--- config.mk ---
export PLATFORM = sky130hd
export DESIGN_NAME = led_frame_scheduler
export DESIGN_NICKNAME = d
export VERILOG_FILES = /design/src/rtl/led_pkg.sv /design/src/rtl/ws2812_bit_encoder.sv /design/src/rtl/led_frame_scheduler.sv
export SDC_FILE = /design/constraint.sdc
export NUM_CORES = 1
export LEC_CHECK = 0
export CAP_MARGIN = 25
export CORE_MARGIN = 1.5
export CORE_UTILIZATION = 40
export DETAILED_ROUTE_END_ITERATION = 8
export GPL_TIMING_DRIVEN = 0
export PLACE_DENSITY = 0.75
export SLEW_MARGIN = 20
export SYNTH_ARGS = -nofsm -noshare
export SYNTH_HDL_FRONTEND = slang
export SYNTH_HIERARCHICAL = 1
export SYNTH_SLANG_ARGS = --single-unit
--- constraint.sdc ---
create_clock -name clk -period 2.7 [get_ports clk]
set_clock_uncertainty 0.15 [all_clocks]
set_input_delay 0.405 -clock clk [delete_from_list [all_inputs] [get_ports clk]]
set_output_delay 0.405 -clock clk [all_outputs]
set_load 0.02 [all_outputs]
--- src/rtl/led_pkg.sv ---
`default_nettype none
// ============================================================================
// Package     : led_pkg
// Description : Shared definitions for the WS2812 LED chain. Used by the frame
//               scheduler, the game engine and the animation generator. Holds
//               the GRB pixel width, default chain length and timing, the
//               scheduler state type, the requester id type and a helper that
//               derives the frame width from the LED count.
// Revision    : 1.0 - initial release
// ============================================================================
package led_pkg;

    localparam int GRB_W        = 24;
    localparam int NUM_LEDS_DEF = 5;

    // Default WS2812 timing in clk cycles
    localparam int T_BIT_DEF    = 125;
    localparam int T0H_DEF      = 40;
    localparam int T1H_DEF      = 80;
    localparam int T_RST_DEF    = 6000;

    typedef enum logic [1:0] {
        IDLE  = 2'd0,
        SEND  = 2'd1,
        LATCH = 2'd2
    } led_state_t;

    typedef enum logic {
        GAME = 1'b0,
        ANIM = 1'b1
    } req_id_t;

    // Width of a packed GRB frame for a chain of num_leds LEDs
    function automatic int frame_w(input int num_leds);
        return GRB_W * num_leds;
    endfunction

endpackage
`default_nettype wire

--- src/rtl/ws2812_bit_encoder.sv ---
`default_nettype none
// ============================================================================
// Module      : ws2812_bit_encoder
// Description : WS2812 bit-slot waveform decode. Given the bit being sent and
//               the position inside its slot, gives the line level and flags
//               the last cycle of the slot. The scheduler drives it with its
//               next-state values so both results can be registered and line
//               up with the counter in the following cycle.
// Ports       : i_start    - a bit slot is active (scheduler is sending)
//               i_tx_bit   - value of the bit in the slot
//               i_tcnt     - cycle position inside the slot
//               o_dout_bit - line level for this position
//               o_bit_last - position is the final cycle of the slot
// Revision    : 1.0 - initial release
// ============================================================================
module ws2812_bit_encoder
    import led_pkg::*;
#(
    parameter int T_BIT = T_BIT_DEF,
    parameter int T0H   = T0H_DEF,
    parameter int T1H   = T1H_DEF,
    parameter int CNT_W = 13
) (
    input  logic             i_start,
    input  logic             i_tx_bit,
    input  logic [CNT_W-1:0] i_tcnt,
    output logic             o_dout_bit,
    output logic             o_bit_last
);

    localparam logic [CNT_W-1:0] c_t0h      = CNT_W'(T0H);
    localparam logic [CNT_W-1:0] c_t1h      = CNT_W'(T1H);
    localparam logic [CNT_W-1:0] c_bit_last = CNT_W'(T_BIT - 1);

    assign o_dout_bit = i_start && (i_tcnt < (i_tx_bit ? c_t1h : c_t0h));
    assign o_bit_last = i_start && (i_tcnt == c_bit_last);

endmodule
`default_nettype wire

--- src/rtl/led_frame_scheduler.sv ---
`default_nettype none
// ============================================================================
// Module      : led_frame_scheduler
// Description : Shares one WS2812 GRB chain between the game frame and the
//               animation frame. Round-robin arbitration of refresh requests
//               in IDLE, latches the granted frame, shifts it out MSB-first
//               with WS2812 bit timing, then holds the line low for the chain
//               latch period before returning to IDLE.
// Ports       : clk, reset          - clock, synchronous active-high reset
//               game_req/game_frame - game refresh request and frame
//               anim_req/anim_frame - animation refresh request and frame
//               game_grant          - pulse: game frame latched
//               anim_grant          - pulse: animation frame latched
//               busy                - not in IDLE
//               dout                - serial data to the LED chain
//               frame_done          - pulse in the first IDLE cycle after latch
// Revision    : 1.0 - initial release
// ============================================================================
module led_frame_scheduler
    import led_pkg::*;
#(
    parameter int  NUM_LEDS = NUM_LEDS_DEF,
    parameter int  T_BIT    = T_BIT_DEF,
    parameter int  T0H      = T0H_DEF,
    parameter int  T1H      = T1H_DEF,
    parameter int  T_RST    = T_RST_DEF,
    localparam int FRAME_W  = frame_w(NUM_LEDS)
) (
    input  logic               clk,
    input  logic               reset,
    input  logic               game_req,
    input  logic [FRAME_W-1:0] game_frame,
    input  logic               anim_req,
    input  logic [FRAME_W-1:0] anim_frame,
    output logic               game_grant,
    output logic               anim_grant,
    output logic               busy,
    output logic               dout,
    output logic               frame_done
);

    localparam int c_tcnt_w = $clog2((T_BIT > T_RST) ? T_BIT : T_RST);
    localparam int c_idx_w  = $clog2(FRAME_W);

    localparam logic [c_idx_w-1:0]  c_idx_last = c_idx_w'(FRAME_W - 1);
    localparam logic [c_tcnt_w-1:0] c_rst_last = c_tcnt_w'(T_RST - 1);

    if (!((T0H > 0) && (T0H < T1H) && (T1H < T_BIT) && (T_RST > 0))) begin : g_param_check
        $error("led_frame_scheduler: illegal timing, need 0 < T0H < T1H < T_BIT and T_RST > 0");
    end

    led_state_t            r_state, w_state_nxt;
    req_id_t               r_last, w_last_nxt;
    logic [c_tcnt_w-1:0]   r_tcnt, w_tcnt_nxt;
    logic [c_idx_w-1:0]    r_bit_idx, w_bit_idx_nxt;
    logic [FRAME_W-1:0]    r_shift, w_shift_nxt;
    logic                  w_game_grant_nxt, w_anim_grant_nxt, w_frame_done_nxt;
    logic                  r_game_grant, r_anim_grant, r_frame_done;
    logic                  r_dout, r_busy, r_bit_last;
    logic                  w_dout_bit, w_bit_last, w_send_nxt;

    always_comb begin
        w_state_nxt      = r_state;
        w_last_nxt       = r_last;
        w_tcnt_nxt       = r_tcnt;
        w_bit_idx_nxt    = r_bit_idx;
        w_shift_nxt      = r_shift;
        w_game_grant_nxt = 1'b0;
        w_anim_grant_nxt = 1'b0;
        w_frame_done_nxt = 1'b0;
        case (r_state)
            IDLE: begin
                // Game wins when alone or when the previous grant went to anim
                if (game_req && (!anim_req || (r_last == ANIM))) begin
                    w_state_nxt      = SEND;
                    w_shift_nxt      = game_frame;
                    w_game_grant_nxt = 1'b1;
                    w_last_nxt       = GAME;
                    w_tcnt_nxt       = '0;
                    w_bit_idx_nxt    = c_idx_last;
                end else if (anim_req) begin
                    w_state_nxt      = SEND;
                    w_shift_nxt      = anim_frame;
                    w_anim_grant_nxt = 1'b1;
                    w_last_nxt       = ANIM;
                    w_tcnt_nxt       = '0;
                    w_bit_idx_nxt    = c_idx_last;
                end
            end
            SEND: begin
                if (r_bit_last) begin
                    w_tcnt_nxt = '0;
                    if (r_bit_idx != '0) begin
                        w_shift_nxt   = r_shift << 1;
                        w_bit_idx_nxt = r_bit_idx - 1'b1;
                    end else begin
                        w_state_nxt = LATCH;
                    end
                end else begin
                    w_tcnt_nxt = r_tcnt + 1'b1;
                end
            end
            LATCH: begin
                if (r_tcnt == c_rst_last) begin
                    w_state_nxt      = IDLE;
                    w_tcnt_nxt       = '0;
                    w_frame_done_nxt = 1'b1;
                end else begin
                    w_tcnt_nxt = r_tcnt + 1'b1;
                end
            end
            default: begin
                w_state_nxt = IDLE;
            end
        endcase
    end

    assign w_send_nxt = (w_state_nxt == SEND);

    // Fed with next-state values so dout and the end-of-slot flag are
    // registered alongside the counter they describe.
    ws2812_bit_encoder #(
        .T_BIT (T_BIT),
        .T0H   (T0H),
        .T1H   (T1H),
        .CNT_W (c_tcnt_w)
    ) u_bit_encoder (
        .i_start    (w_send_nxt),
        .i_tx_bit   (w_shift_nxt[FRAME_W-1]),
        .i_tcnt     (w_tcnt_nxt),
        .o_dout_bit (w_dout_bit),
        .o_bit_last (w_bit_last)
    );

    always_ff @(posedge clk) begin
        if (reset) begin
            r_state      <= IDLE;
            r_last       <= ANIM;
            r_tcnt       <= '0;
            r_bit_idx    <= '0;
            r_shift      <= '0;
            r_game_grant <= 1'b0;
            r_anim_grant <= 1'b0;
            r_frame_done <= 1'b0;
            r_dout       <= 1'b0;
            r_busy       <= 1'b0;
            r_bit_last   <= 1'b0;
        end else begin
            r_state      <= w_state_nxt;
            r_last       <= w_last_nxt;
            r_tcnt       <= w_tcnt_nxt;
            r_bit_idx    <= w_bit_idx_nxt;
            r_shift      <= w_shift_nxt;
            r_game_grant <= w_game_grant_nxt;
            r_anim_grant <= w_anim_grant_nxt;
            r_frame_done <= w_frame_done_nxt;
            r_dout       <= w_dout_bit;
            r_busy       <= (w_state_nxt != IDLE);
            r_bit_last   <= w_bit_last;
        end
    end

    assign game_grant = r_game_grant;
    assign anim_grant = r_anim_grant;
    assign busy       = r_busy;
    assign dout       = r_dout;
    assign frame_done = r_frame_done;

endmodule
`default_nettype wire

# Word-level counts from Yosys, hierarchy flattened
# Cells that the tools add are included.
[op_classes]
add_sub_neg = 2
order_cmp = 1
eq_ne = 8
n_mux = 27
n_bitwise = 2
reduce_logical = 15
[ops]
columns = ["operator", "n"]
rows = [
  ["120-bit two-way mux", 4],
  ["120-bit case mux with 2 select lines", 1],
  ["13-bit two-way mux", 4],
  ["13-bit case mux with 3 select lines", 1],
  ["7-bit two-way mux", 5],
  ["7-bit case mux with 2 select lines", 1],
  ["13-bit by 1-bit adder with 13-bit output (second input constant)", 1],
  ["13-bit == test (second input constant)", 1],
  ["13-bit by 7-bit == test with 1-bit output (second input constant)", 1],
  ["13-bit less-than comparator", 1],
  ["2-bit two-way mux", 5],
  ["7-bit nonzero test", 1],
  ["7-bit by 1-bit subtractor with 7-bit output (second input constant)", 1],
  ["2-bit case mux with 3 select lines", 1],
  ["2-bit nonzero test", 3],
  ["1-bit two-way mux", 5],
  ["2-bit by 1-bit == test with 1-bit output (second input constant)", 2],
  ["2-bit != test (second input constant)", 2],
  ["4-bit AND reduction", 1],
  ["2-bit OR reduction", 2],
  ["1-bit logical AND", 3],
  ["3-bit != test (second input constant)", 1],
  ["3-bit OR reduction", 1],
  ["2-bit == test (second input constant)", 1],
  ["5 further kinds", 6],
]
[word_totals]
reg_bits = 149
inputBits = 244
output_inout_bits = 5
elab_cells = 67

# Depth between registers and ports, before layout
[logic_depth]
word_depth = 8
mapped_depth = 14

# Cells and area by module
# Netlist, hierarchy kept.
[modules_own_cells]
columns = ["module", "n_inst", "cells_each", "area_each_um2"]
rows = [
  ["led_frame_scheduler", 1, 728, 6576.3],
  ["ws2812_bit_encoder", 1, 15, 105.1],
]

# Least setup slack after synthesis
# No wires, ideal clock.
[synth_timing]
path_kind = "reg-to-reg"
startpoint = "register r_bit_idx[0]"
endpoint = "register r_dout, in the netlist dout"
arrival_ps = 2472
setup_slack_ps = 12
stages_incl_launch_ff = 15
n_path_buf = 1
cell_sequence = "dfxtp_1 > inv_1 > ha_1 > or3b_1 > buf_2 > o21ai_0 > mux2_2 > nand2_1 > nand2_1 > inv_1 > ha_1 > o21a_1 > o2111ai_1 > and3b_1 > nor2b_1"
[synth_between]
elab_chain_cells = 7
word_cells_on_any_way = 11
cone_classes = "1 x order compare; 1 x eq/ne; 7 x mux; 2 x reduce/logical"
[synth_lines]
columns = ["element", "line", "rtl"]
rows = [
  ["from (decl)", "led_frame_scheduler.sv:55", "logic [c_idx_w-1:0] r_bit_idx, w_bit_idx_nxt;"],
  ["from (signal assigned)", "led_frame_scheduler.sv:152", "r_bit_idx <= w_bit_idx_nxt;"],
  ["7-bit nonzero test", "led_frame_scheduler.sv:93", "if (r_bit_idx != '0) begin"],
  ["120-bit two-way mux", "led_frame_scheduler.sv:93", ""],
  ["120-bit two-way mux", "led_frame_scheduler.sv:91", "if (r_bit_last) begin"],
  ["120-bit case mux with 2 select lines", "led_frame_scheduler.sv:71", "case (r_state)"],
  ["via w_shift_nxt[119]", "led_frame_scheduler.sv:56", "logic [FRAME_W-1:0] r_shift, w_shift_nxt;"],
  ["7-bit two-way mux", "ws2812_bit_encoder.sv:35", "assign o_dout_bit = i_start && (i_tcnt < (i_tx_bit ? c_t1h : c_t0h));"],
  ["13-bit less-than comparator", "ws2812_bit_encoder.sv:35", ""],
  ["1-bit logical AND", "ws2812_bit_encoder.sv:35", ""],
  ["via w_dout_bit", "led_frame_scheduler.sv:60", "logic w_dout_bit, w_bit_last, w_send_nxt;"],
  ["to (signal assigned)", "led_frame_scheduler.sv:157", "r_dout <= w_dout_bit;"],
  ["to (decl)", "led_frame_scheduler.sv:59", "logic r_dout, r_busy, r_bit_last;"],
]
# The timed path passes the listed nets, and every way through them passes these cells. The select of a mux whose other input is x is not followed.
# A chain may end at the register's enable or synchronous reset.

# Worst setup path in the final report
[layout_timing]
startpoint = "register r_tcnt[1]"
endpoint = "register r_dout, in the netlist dout"
[layout_between]
elab_chain_cells = 5
word_cells_on_any_way = 12
cone_classes = "1 x add/sub; 1 x order compare; 2 x eq/ne; 7 x mux; 1 x reduce/logical"
[layout_lines]
columns = ["element", "line", "rtl"]
rows = [
  ["from (decl)", "led_frame_scheduler.sv:54", "logic [c_tcnt_w-1:0] r_tcnt, w_tcnt_nxt;"],
  ["from (signal assigned)", "led_frame_scheduler.sv:151", "r_tcnt <= w_tcnt_nxt;"],
  ["13-bit by 1-bit adder with 13-bit output or 13-bit == test (tied branches)", "led_frame_scheduler.sv:100, led_frame_scheduler.sv:109, led_frame_scheduler.sv:104", ""],
  ["13-bit two-way mux (on tied branches)", "led_frame_scheduler.sv:104, led_frame_scheduler.sv:91", ""],
  ["13-bit case mux with 3 select lines *", "led_frame_scheduler.sv:71", ""],
  ["via w_tcnt_nxt[12]", "led_frame_scheduler.sv:54", ""],
  ["13-bit less-than comparator *", "ws2812_bit_encoder.sv:35", ""],
  ["1-bit logical AND *", "ws2812_bit_encoder.sv:35", ""],
  ["via w_dout_bit", "led_frame_scheduler.sv:60", ""],
]
# The timed path passes the listed nets; every way through them passes the cells marked *.

==> flow_summary_export.csv <==
group,metric,value,unit
route,wirelength,21910,um
placed_design,dp_hpwl,15480,um
timing,fmax,362.0,MHz
min_path,min_from,"r_shift[60]",
cts,cts_inserted_buffers,17,
critical_path,timing.rr.end,"dout",
outcome,outcome,"finished with violations",
global_routing,grt_pass1_vias,7054,
synth,synth-edff-count,0,
power,switching_share,24.50,%
synth,ys_seq_area_share,44.64,%
outcome,violations,"setup timing",
critical_path,critPathKind,"flop to flop",
timing,drv_slew,0,
min_path,min_path_cells,2,
final_layout,drive_gt1_share,10.08,%
global_routing,grt_overflow,0,
synth,synth_top_area_share,44.64,%
cts,h-tree-depth,4,
power,power-per-cell-area,584.4,nW/um^2
placed_design,gp_congestion,0.8542,
timing,setup_violations,1,
global_routing,grt_max_degree,20,
final_layout,fin_nets,1271,
global_routing,track_usage,24.33,%
route,num_vias,7304,
power,p_int,0.004539,W
run,drv_cap,0,
cts,cts_root_buffer,"clkbuf_16",
die,die_h,132.2,um
synth,avgSynthCellArea,8.992,sq um
final_layout,diodes,0,
die,initial_utilization,40.58,%
timing,finalWorstSetupSlack,-0.06243,ns
cts,numClockSinks,149,
die,die_w,132.2,um
synth,synthFlopType,"dfxtp_1",
cts,cts_tree,"built",
cts,clkSlewWorstSetupHoldPaths,0.06,ns
synth,async_flop_share,0,%
critical_path,reg2reg_depth,12,
cts,ctsHoldBuffers,0,
final_layout,n_fill_cell,1476,
critical_path,end_kind,"flop",
timing,rsz0062_at_grt,"true",
power,power_frac_clock,40.1,%
route,dr.pass1.iters,7,
power,switching_power,0.001473,W
cts,clock_path_buffers,2,
die,rows,47,
timing,tightest_slew,0.6786,ns
power,power,0.006012,W
final_layout,multi_input_area,3319,sq um
placed_design,portBuffers,247,
route,post_drt_wl_per_cell,17.50,um
route,ant_nets,0,
min_path,min_path_type,"flop to flop",
critical_path,worstPathArrival,2.96,ns
route,drc_errors,0,
cts,clk_latency,0.42,ns
critical_path,r2r_slack,-0.06,ns
synth,syn_nets,992,
min_path,hold_path_end,"r_shift[60]",
synth,syn_inst,743,
placed_design,placed_area,9429,sq um
route,drt_iter0_drc,953,
power,p_seq_share,41.1,%
power,peakVddDrop,0.4306,mV
global_routing,grt_pass1_wl,34560,um
power,comb_power_share,18.8,%
final_layout,final_area,10290,sq um
synth,synthDistinctLibCells,51,
die,core_area,16470,sq um
global_routing,antenna_found_initial,0,
timing,fin_crit,2.762,ns
final_layout,syn2layout_area_growth,53.95,%
synth,synth.area.top_cells,"dfxtp_1, a222oi_1, a21oi_1",
critical_path,worst-path-max-fanout,5,
synth,synth_top_area_cell,"dfxtp_1",
power,power.leakage,3.620,nW
die,io_pins,249,
timing,min_period_over_period,102.3,%
critical_path,r2r-start,"r_tcnt[1]",
critical_path,cp-start-kind,"flop",
final_layout,final_core_util,62.47,%
timing,hold_viol,0,
timing,hold_ws,0.3027,ns
route,vias_per_cell,5.834,
synth,netlist_area,6681,sq um
timing,max-slew-margin-rel,54.76,%
synth,synth_warnings,6,
final_layout,regArea,2994,sq um
synth,yosysMostFrequentCell,"dfxtp_1",
synth,ys_seq_elements,149,
die,dieArea,17490,sq um
critical_path,crit_required,2.90,ns
synth,synth_top_cells_by_count,"dfxtp_1, nand2_1, a21oi_1, a222oi_1, clkbuf_1",
## how the worst max path moves through the flow
stage	start	end	slack [ns]	cells after the start
2_1_floorplan	r_bit_idx[0]	dout	0.01	14
3_3_place_gp	game_req	dout	-0.75	13
3_5_place_dp	anim_req	dout	-0.83	13
4_1_cts	r_tcnt[0]	dout	0.02	11
5_1_grt	r_tcnt[1]	dout	-0.14	12
6_report	r_tcnt[1]	dout	-0.06	12
## cells in the final DEF, fill, tap and decap left out, types with 3 or more instances in the layout
cell type,count
nor2b_1,3
nand2b_1,4
bufinv_16,3
clkbuf_1,45
inv_1,4
dfxtp_1,144
nand4_1,4
clkdlybuf4s50_1,247
buf_6,11
nor2_1,9
buf_8,12
a21oi_1,136
or3_1,5
a311oi_1,4
o21a_1,3
nand2_1,138
o21ai_0,10
and2_1,7
ha_1,3
clkbuf_8,3
nor3_1,3
buf_4,17
nand3_1,10
and3_1,3
a222oi_1,120
clkbuf_16,17
dfxtp_2,3
a31oi_1,6
## logic make-up after synthesis
group / count (synthesis) / synth area share (%)
AOI/OAI and AO/OA: 299 / 32.75
xor gates and xnor gates: 3 / 0.3933
muxes: 1 / 0.1685
DFF: 149 / 44.64
and+or+nand+nor: 207 / 13.75
buffers and inverters: 79 / 7.360
adders and majority gates: 5 / 0.9363
## registers in the layout (all words and copies together), names as in the netlist
signal / count
r_bit_last: 1
dout: 1
r_last: 1
r_tcnt: 13
r_shift: 120
anim_grant: 1
busy: 1
r_bit_idx: 7
game_grant: 1
frame_done: 1
r_state: 2
## layer usage
metal / global-route usage (%) / vias to the layer above / wire, um
met5: 0 / - / 0
met4: 9.035 / 0 / 469
met3: 6.151 / 32 / 1769
met2: 40.40 / 348 / 10580
met1: 30.54 / 3445 / 9088
li1: - / 3479 / -
## metrics by stage
step                setup slack (ns)  std cells  setup TNS (ns)
CTS                          0.01543       1245               0
floorplan                    0.01178        743               0
global route                 -0.1434       1252         -0.2094
finish                      -0.06243       1252        -0.06243
global placement             -0.7512       1210          -1.203
detailed placement           -0.8269       1210          -1.526
## cell type report
| class | count | share of cell area (%) |
|---|---|---|
| inverter | 5 | 0.1825 |
| timing repair buffer | 264 | 25.31 |
| buffer | 70 | 4.659 |
| clock buffer | 21 | 4.574 |
| tap | 220 | 2.676 |
| clock inverter | 8 | 1.216 |
| sequential | 149 | 29.11 |
| multi-input combinational | 515 | 32.27 |
## what timing repair did
item / 4_1_cts / 5_1_grt
resized for setup: 30 / 13
endpoints found under the setup margin: 2 / 3
endpoints found under the hold margin: 0 / 0
pin swaps: 9 / 10
setup buffers: 9 / 8
## worst max-delay path, stage by stage, from the launching register on
cell	delay [ns]
dfxtp_4	0.37
ha_4	0.15
and3_4	0.20
nand4_1	0.17
buf_4	0.20
a21boi_4	0.22
buf_6	0.13
nor2_2	0.04
o22a_1	0.22
nor4_4	0.34
nand3_2	0.15
and3b_1	0.25
nor2b_1	0.12
## power by group through the flow
stage | clock, W | combinational [W] | sequential, W
6_report | 0.00241 | 0.00113 | 0.00247
5_1_grt | 0.00254 | 0.00123 | 0.00249
2_1_floorplan | 0 | 0.000559 | 0.00250
4_1_cts | 0.00244 | 0.00111 | 0.00247
3_5_place_dp | 0 | 0.00108 | 0.00252
3_3_place_gp | 0 | 0.00107 | 0.00251
Note: power is estimated with default switching activity, not from simulation.
==> variant (same settings) <==
Re-encode `led_state_t` (3 states) as one-hot, 3 bits wide.
--- a/src/rtl/led_pkg.sv
+++ b/src/rtl/led_pkg.sv
@@ -20,8 +20,8 @@
     localparam int T_RST_DEF    = 6000;
 
-    typedef enum logic [1:0] {
-        IDLE  = 2'd0,
-        SEND  = 2'd1,
-        LATCH = 2'd2
+    typedef enum logic [2:0] {
+        IDLE  = 3'b001,
+        SEND  = 3'b010,
+        LATCH = 3'b100
     } led_state_t;
 
Formal check against the unedited RTL: same outputs for any inputs over 10 cycles, from zero or initial values and one cycle with reset high; not proved beyond that.
==> variant against the unedited design <==
  * The run ends with DRC left
  * Worst setup slack gained 67 ps
  * Wire length grew 9.5%
  * Critical path depth down 2
  * Final area grew 3.3%
  * Sequential cell count is 1 higher
  * Non-clock buffer count increased by 18
  * Area after synthesis grew 3.1%
Power is not compared: it rests on default switching activity, and its combinational part moved more than twofold at a synthesized area within 25%.
==> variant: results (changes against the unedited design) <==
- The launch instance of the worst register-to-register path is r_tcnt[4]$_SDFF_PP0_.
- The number of antenna violations at the first check in global routing was 0 (unchanged).
- The largest registers in the layout are r_shift: 120 flops, r_tcnt: 13 flops, r_bit_idx: 7 flops.
- The met1 routed wirelength after detailed routing was 9.760 mm (+7.4%).
- The first-pass GRT wire length is 36.89 mm (+6.7%).
- The placed instance area is 9643 µm² (+2.3%).
- The total met3 wirelength after detailed routing was 2.141 mm (+21%).
- The post-detailed-route DRC marker count is 3 (+3).
- The run finished, with violations left.
- On the critical path, the stage with the largest delay is an instance of dfxtp_1.
- The relative slew slack is 52.32% (-2.4 points).
- The area share of fa/ha/maj cells after synthesis is 0.9086% (-0.028 points).
- The routability congestion estimate is 0.8835 (+3.4%).
- The starting DRC count in detailed routing is 872 (-8.5%).
- The checks that failed: DRC.
- The number of buffers inserted during clock tree synthesis is 17 (unchanged).
- The maximum number of pins on one net before global-route repair came to 17 (-15%).
- The first-pass iteration count of the detailed router is 9 (+2).
- The setup-violating endpoint count in the final report is 0 (-1).
- The met2 wire length came to 11.49 mm (+8.6%).
- The critical-path maximum fanout came to 8 (+3).
- Sorting the synthesized cells by area gives the leading types as dfxtp_1 44%, a222oi_1 17%, a21oi_1 9.3%.
- The count of unique library cells instantiated by Yosys came to 48 (-5.9%).
- The total length of routed wires is 23.99 mm (+9.5%).
- The worst setup timing slack at the placement stage is -622.3 ps (+204.6 ps).
- The number of buffer cells added on primary ports is 248 (+0.40%).
- In this run the most critical hold path is launched from r_shift[5]$_SDFFE_PP0P_.
- The portion of the post-synthesis area used by sequential elements came to 43.61% (-1.0 points).
- The total nets after synthesis is 1023 (+3.1%).
- The multiplexer area fraction after synthesis is 0.2908% (+0.12 points).
- The via count of the first global-routing pass is 7304 (+3.5%).
- The fraction of final layout cells sized beyond drive strength 1 is 13.16% (+3.1 points).
- The estimated wirelength of the detail-placed design is 16.54 mm (+6.8%).
- The compound-cell area share of the yosys netlist is 32.67% (-0.080 points).
- After synthesis, the most frequently instantiated cells are 150 x dfxtp_1, 146 x nand2_1, 128 x a21oi_1, 120 x a222oi_1, 30 x buf_2.
- The deepest level of the CTS H-tree is 4 (unchanged).
- The signal arrival time at the worst endpoint was 2900 ps (-60 ps).
- The via density per instance came to 5.879 (+0.78%).
- The synthesized-area fraction occupied by xor and xnor cells is 0.7632% (+0.37 points).
- The overall track demand over capacity in global routing is 25.57% (+1.2 points).
- The filler cell count is 1418 (-3.9%).
- The uppermost layer routed is met4.
- The count of nets after finishing was 1316 (+3.5%).
- The highest cell delay on the worst timing path is 400 ps (+30 ps).
[variant: cell count changes after synthesis, moves of 5 or more]
| cell | delta |
|---|---|
| nor2_1 | +6 |
| buf_6 | +11 |
| a22o_1 | +6 |
| nand2_1 | +6 |
| clkbuf_1 | -18 |
| and2_1 | -7 |
| buf_8 | -11 |
| and3_1 | +10 |
| buf_2 | +21 |
| a21oi_1 | -10 |
| a31oi_1 | -6 |
| a221o_1 | +5 |
| a21o_1 | +7 |
[variant: worst paths after layout]
path              slack [ps]                      end  depth (start not counted)
setup / recovery           4          dout$_SDFF_PP0_                         10
hold / removal           300  r_shift[5]$_SDFFE_PP0P_                          2
setup reg to reg           4          dout$_SDFF_PP0_                         10
hold reg to reg          300  r_shift[5]$_SDFFE_PP0P_                          2
[variant: kinds of logic after synthesis]
group	count (synthesis)
AOI/OAI and AO/OA	303
and+or+nand+nor	225
DFF	150
buffers and inverters	83
xor gates and xnor gates	6
adders and majority gates	5
muxes	2
[variant: where the power goes]
group	internal (mW)	switching [mW]	leakage (nW)	total, mW
combinational	1.37	1.32	2.39	2.69
clock	1.43	0.948	0.288	2.38
sequential	2.63	0.233	1.24	2.86
[variant: per-stage QoR]
step | cells | hold slack, ps | power, mW
floorplan | 774 | 285.7 | 4.445
global placement | 1242 | 291.1 | 5.264
detailed placement | 1242 | 295.7 | 5.312
CTS | 1295 | 303.9 | 7.879
global route | 1299 | 317.8 | 8.351
finish | 1299 | 301.5 | 7.936
[variant: layout make-up]
| type | instances | area, µm² | share of cell area [%] |
|---|---|---|---|
| plain buffers | 76 | 511.7 | 4.817 |
| clock buffers | 20 | 466.7 | 4.393 |
| clock inverters | 11 | 125.1 | 1.178 |
| inverters | 5 | 18.77 | 0.1767 |
| multi-input cells | 541 | 3513 | 33.07 |
| flip-flops and latches | 150 | 3022 | 28.45 |
| well taps | 220 | 275.3 | 2.591 |
| repair buffers | 276 | 2690 | 25.32 |
[variant: per-layer routing]
metal	global-route usage (%)	vias up
met4	10.51	0
met3	5.820	49
li1	-	3627
met2	42.71	391
met1	31.79	3570
met5	0	-
[variant: worst register-to-register path, delay by kind of cell, from the launching register on]
kind | cells | cell delay, ps
flops | 1 | 400
compound gates | 3 | 630
simple gates | 6 | 1310
buf+inv | 1 | 150
[variant: what timing repair did]
action | in CTS | in global routing
resized for setup | 36 | 19
buffers inserted | 23 | 6
pin swaps | 12 | 10
gates cloned | 0 | 0
endpoints found under the setup margin | 2 | 6
